<file path="src/rtl/imem_loader.sv">
// Byte-stream loader for the instruction memory: assembles little-endian words, writes them, stalls the CPU meanwhile.
// Optional CHECKSUM_EN macro adds a trailing XOR checksum byte and the load_error flag.
module imem_loader #(
  parameter int unsigned ADDR_WIDTH     = 5,
  parameter int unsigned DATA_WIDTH     = 32,
  parameter int unsigned BYTES_PER_WORD = DATA_WIDTH / 8
) (
  input  logic                  clk,
  input  logic                  rst_n,
  input  logic                  start,
  input  logic                  byte_valid,
  input  logic [7:0]            byte_data,
  output logic                  byte_ready,
  output logic                  im_we,
  output logic [ADDR_WIDTH-1:0] im_addr,
  output logic [DATA_WIDTH-1:0] im_wdata,
  output logic                  cpu_hold,
  output logic                  load_done,
  output logic                  load_error
);

  localparam int unsigned CNT_W = ADDR_WIDTH + 1;
  localparam int unsigned DEPTH = 1 << ADDR_WIDTH;
  localparam int unsigned IDX_W = (BYTES_PER_WORD > 1) ? $clog2(BYTES_PER_WORD) : 1;

  typedef enum logic [2:0] {
    IDLE,
    COUNT,
    ASSEMBLE,
    WRITE,
`ifdef CHECKSUM_EN
    CHECK,
`endif
    DONE
  } state_t;

  state_t state, state_next;

  logic [IDX_W-1:0]      byte_idx;
  logic [CNT_W-1:0]      word_cnt;
  logic [CNT_W-1:0]      word_total;
  logic [DATA_WIDTH-1:0] word_buf;
  logic [DATA_WIDTH-1:0] word_next;
  logic [CNT_W-1:0]      count_field;
  logic [CNT_W-1:0]      count_decoded;
  logic                  accept;
  logic                  last_byte;
  logic                  last_word;

  assign accept      = byte_valid && byte_ready;
  assign last_byte   = (byte_idx == IDX_W'(BYTES_PER_WORD - 1));
  assign last_word   = (word_cnt == (word_total - CNT_W'(1)));
  assign count_field = byte_data[CNT_W-1:0];

  // Zero or an over-range count both mean a full-depth load.
  always_comb begin
    count_decoded = count_field;
    if (count_field == '0 || count_field > CNT_W'(DEPTH))
      count_decoded = CNT_W'(DEPTH);
  end

  always_comb begin
    word_next = word_buf;
    for (int unsigned k = 0; k < BYTES_PER_WORD; k++) begin
      if (byte_idx == IDX_W'(k))
        word_next[8*k +: 8] = byte_data;
    end
  end

  always_ff @(posedge clk or negedge rst_n) begin
    if (!rst_n) state <= IDLE;
    else        state <= state_next;
  end

  always_comb begin
    state_next = state;
    unique case (state)
      IDLE:     if (start) state_next = COUNT;
      COUNT:    if (accept) state_next = ASSEMBLE;
      ASSEMBLE: if (accept && last_byte) state_next = WRITE;
      WRITE: begin
        if (!last_word)
          state_next = ASSEMBLE;
        else
`ifdef CHECKSUM_EN
          state_next = CHECK;
`else
          state_next = DONE;
`endif
      end
`ifdef CHECKSUM_EN
      CHECK:    if (accept) state_next = DONE;
`endif
      DONE:     state_next = IDLE;
      default:  state_next = IDLE;
    endcase
  end

  // Handshake and write strobe are registered from the next-state decode,
  // so they track the state register exactly without a combinational path.
  always_ff @(posedge clk or negedge rst_n) begin
    if (!rst_n) begin
      byte_ready <= 1'b0;
      im_we      <= 1'b0;
    end else begin
      byte_ready <= (state_next == COUNT) || (state_next == ASSEMBLE)
`ifdef CHECKSUM_EN
                    || (state_next == CHECK)
`endif
                    ;
      im_we      <= (state_next == WRITE);
    end
  end

  always_ff @(posedge clk or negedge rst_n) begin
    if (!rst_n) begin
      byte_idx   <= '0;
      word_cnt   <= '0;
      word_total <= '0;
      word_buf   <= '0;
      im_addr    <= '0;
      im_wdata   <= '0;
      cpu_hold   <= 1'b0;
      load_done  <= 1'b0;
    end else begin
      unique case (state)
        IDLE: begin
          if (start) begin
            load_done <= 1'b0;
            cpu_hold  <= 1'b1;
          end
        end
        COUNT: begin
          if (accept) begin
            word_total <= count_decoded;
            word_cnt   <= '0;
            byte_idx   <= '0;
          end
        end
        ASSEMBLE: begin
          if (accept) begin
            word_buf <= word_next;
            if (last_byte) begin
              byte_idx <= '0;
              im_addr  <= word_cnt[ADDR_WIDTH-1:0];
              im_wdata <= word_next;
            end else begin
              byte_idx <= byte_idx + IDX_W'(1);
            end
          end
        end
        WRITE: word_cnt <= word_cnt + CNT_W'(1);
        DONE: begin
          load_done <= 1'b1;
          cpu_hold  <= 1'b0;
        end
        default: ;
      endcase
    end
  end

`ifdef CHECKSUM_EN
  logic [7:0] xor_acc;
  logic       chk_bad;

  always_ff @(posedge clk or negedge rst_n) begin
    if (!rst_n) begin
      xor_acc    <= '0;
      chk_bad    <= 1'b0;
      load_error <= 1'b0;
    end else begin
      if (state == IDLE && start) begin
        xor_acc    <= '0;
        chk_bad    <= 1'b0;
        load_error <= 1'b0;
      end
      if (state == ASSEMBLE && accept)
        xor_acc <= xor_acc ^ byte_data;
      if (state == CHECK && accept)
        chk_bad <= (byte_data != xor_acc);
      if (state == DONE)
        load_error <= chk_bad;
    end
  end
`else
  assign load_error = 1'b0;
`endif

endmodule
</file>
<file path="config.mk">
export PLATFORM = sky130hd
export DESIGN_NAME = imem_loader
export DESIGN_NICKNAME = d
export VERILOG_FILES = /design/src/rtl/imem_loader.sv
export SDC_FILE = /design/constraint.sdc
export NUM_CORES = 1
export LEC_CHECK = 0
export ABC_AREA = 1
export CAP_MARGIN = 20
export CORE_MARGIN = 3
export CORE_UTILIZATION = 40
export DETAILED_ROUTE_END_ITERATION = 7
export GPL_TIMING_DRIVEN = 0
export PLACE_DENSITY = 0.73
export SLEW_MARGIN = 0
export SYNTH_ARGS = -nofsm -noshare
export SYNTH_HDL_FRONTEND = slang
export SYNTH_SLANG_ARGS = --single-unit
export TNS_END_PERCENT = 5
</file>
<file path="constraint.sdc">
create_clock -name clk -period 1.5 [get_ports clk]
set_input_delay 0.3 -clock clk [delete_from_list [all_inputs] [get_ports clk]]
set_output_delay 0.3 -clock clk [all_outputs]
set_load 0.02 [all_outputs]
</file>
==> results.py <==
metrics = {
    "die": {
        "die_w_um": 103,
        "core-area_um2": 8890,
        "io_pins": 54,
        "dieArea_um2": 10600,
        "die_h_um": 103,
        "rows": 34,
        "start_util_pct": 42.1,
    },
    "synth": {
        "synth_flop_cell": "dfrtp_1",
        "synth_area_leaders": "dfrtp_1 55%, nand2_1 18%, o21ai_0 7.1%, inv_1 5.0%, nor2_1 3.0%",
        "synth.most_common_cell": "nand2_1",
        "synth_cell_types": 26,
        "synth_largest_area_cell": "dfrtp_1",
        "syn_nets": 478,
        "syn_area_per_cell_um2": 8.15,
        "synth_edf_count": 0,
        "synthCells": 460,
        "async_reset_ff_share_pct": 100,
        "synth_seq_cells": 82,
        "synth_commonest_cells": "178 x nand2_1, 82 x dfrtp_1, 53 x o21ai_0",
        "ys.warnings.count": 0,
        "synth-seq-area-share_pct": 54.8,
        "netlist.area_leader.share_pct": 54.8,
        "syn_area_um2": 3750,
    },
    "placement": {
        "place_congestion": 0.859,
        "port_buffers": 52,
        "dp_slack_ns": -0.284,
        "dp_hpwl_um": 6160,
    },
    "run_status": {
        "outcome": "completed",
    },
    "setup_path": {
        "worst-path-max-fanout": 10,
        "startpoint_type": "register",
        "cp_data_arrival_time_ns": 1.76,
        "required_ns": 1.77,
        "end_kind": "register",
        "path_class": "reg2reg",
    },
    "drt": {
        "routedWlPerCell_um": 13.6,
        "avgViaCountPerCell": 4.97,
        "vias": 3186,
        "wirelength_um": 8710,
        "drc_errors": 0,
        "postRouteAntennaNets": 0,
        "dr.pass1.iters": 4,
        "drtIter0Drc": 121,
    },
    "global_route": {
        "grt_max_degree": 69,
        "grt_remaining_overflow": 0,
        "groute.usage.overall_pct": 17.6,
        "grt_pass1_vias": 3145,
        "grt_first_pass_wirelength_um": 14600,
        "antenna_found_initial": 0,
    },
    "clocking": {
        "cts_buffers": 9,
        "cts_max_level": 3,
        "clkSlewWorstSetupHoldPaths_ns": 0.09,
        "clockBufferDepth": 2,
        "cts-root-buf": "clkbuf_8",
        "insertion_delay_ns": 0.35,
        "cts_tree": "yes",
        "clock-sinks": 82,
    },
    "power": {
        "swShare_pct": 41.1,
        "internal_power_w": 0.00549,
        "leakage_nw": 2.36,
        "p_per_area_nw_per_um2": 1990,
        "power.switching_w": 0.00383,
        "p_seq_share_pct": 39.8,
        "finalPower_w": 0.00932,
        "combPwrFrac_pct": 42.8,
        "ir_drop_mv": 0.888,
        "clkPwrFrac_pct": 17.4,
    },
    "timing": {
        "finClkSkew_ns": 0.0125,
        "maxSlewViolCount": 0,
        "finalHoldViolations": 0,
        "rsz0062_at_grt": "true",
        "fin_ws_ns": 0.0140,
        "post-route-period-util_pct": 99.1,
        "layout_min_cycle_time_ns": 1.49,
        "finalSetupViolations": 0,
        "fmax_mhz": 673,
    },
    "layout": {
        "diodes": 0,
        "drive_above_1_share_pct": 10.1,
        "nNetsFinal": 546,
        "fillers": 840,
        "area_delta_synth_final_pct": 25.0,
    },
    "worst_hold_path": {
        "hold_class": "in2async",
    },
    "run": {
        "cap_violations": 0,
    },
}
state kept, by name (all words and copies together) (netlist names):
name and cells:
im_wdata 32, word_buf 24, word_cnt 6, word_total 6
im_addr 5, state 3, byte_idx 2, byte_ready 1
cpu_hold 1, im_we 1, load_done 1
metal layers:
metal / up-vias / global-route usage (%) / routed length, µm
li1: 1567 / - / -
met2: 89 / 28.9 / 4200
met1: 1522 / 22.9 / 3980
met3: 8 / 3.99 / 458
met5: - / 0 / 0
met4: 0 / 6.27 / 72
final timing paths:
| path | start | end | slack, ns | cells past startpoint |
|---|---|---|---|---|
| max in group asynchronous | rst_n | im_wdata[25] | 0.58 | 3 |
| min in group clk | load_done | load_done | 0.47 | 2 |
| worst max-delay path | byte_idx[1] | word_buf[14] | 0.01 | 7 |
| worst min-delay path | rst_n | im_addr[3] | 0.34 | 2 |
| worst min register to register | load_done | load_done | 0.47 | 2 |
| worst max register to register | byte_idx[1] | word_buf[14] | 0.01 | 7 |
final cells by class:
| type | instances | area, µm² | share of cell area [%] |
|---|---|---|---|
| Timing Repair Buffer | 57 | 527 | 11.2 |
| Clock inverter | 5 | 63.8 | 1.36 |
| Tap cell | 108 | 135 | 2.89 |
| Buffer | 18 | 149 | 3.18 |
| Inverter | 52 | 198 | 4.22 |
| Clock buffer | 11 | 141 | 3.02 |
| Sequential cell | 82 | 2050 | 43.8 |
| Multi-Input combinational cell | 308 | 1420 | 30.3 |
placed cells by master (no fill, tap or decap), drive strengths merged:
| master | n |
|---|---|
| mux2i | 1 |
| xor2 | 1 |
| clkinv | 3 |
| dlygate4sd2 | 41 |
| a21oi | 2 |
| clkbuf | 16 |
| bufinv | 1 |
| inv | 52 |
| nor3 | 2 |
| conb | 1 |
| nand3 | 18 |
| nor2 | 31 |
| dlygate4sd3 | 1 |
| a21boi | 1 |
| dfrtp | 82 |
| clkinvlp | 1 |
| buf | 18 |
| clkdlybuf4s50 | 10 |
| nand2 | 178 |
| nand4 | 1 |
| ha | 6 |
| o21ai | 62 |
| o22ai | 1 |
| a31oi | 1 |
| o32ai | 2 |
cell families after synthesis:
group	share of synthesized area (%)
AO/OA/AOI/OAI	9.55
XOR/XNOR	0.234
adder cells (fa/ha/maj)	2.00
buffers and inverters	8.68
flip-flops	54.8
multiplexers	0.267
other	0.100
AND/OR/NAND/NOR	24.4
power by group through the flow:
stage	Sequential (W)	Combinational [W]	Clock, W
2_1_floorplan	0.00429	0.00190	0
3_3_place_gp	0.00373	0.00402	0
3_5_place_dp	0.00375	0.00415	0
4_1_cts	0.00370	0.00390	0.00167
5_1_grt	0.00382	0.00451	0.00176
6_report	0.00371	0.00399	0.00162
stage by stage:
stage                     cell area [µm²]  hold slack [ns]  std cells  utilization (%)  TNS [ns]
after floorplan                      3750          0.00441        460                -         0
after global placement               4400            0.457        620             49.5   -235.30
after detailed placement             4430            0.173        621             49.8    -12.88
after CTS                            4640            0.335        639             52.2   -0.0259
after global routing                 4680            0.347        641             52.7     -1.72
final                                4680            0.344        641             52.7         0
worst max-delay path, stage by stage (launching register included):
cell      delay [ns]
dfrtp_1         0.43
inv_1           0.12
ha_2            0.27
clkbuf_4        0.22
nand2_1         0.06
o21ai_0         0.13
nand2_1         0.09
o21ai_0         0.08
timing repair:
action	CTS	global route
endpoints found under the setup margin	98	69
gates resized for setup	55	14
buffers inserted	1	2
pin swaps	1	3
gates cloned	0	0
hold endpoints to repair	14	0
hold buffers	1	0
Power figures use the tool's default switching activity.
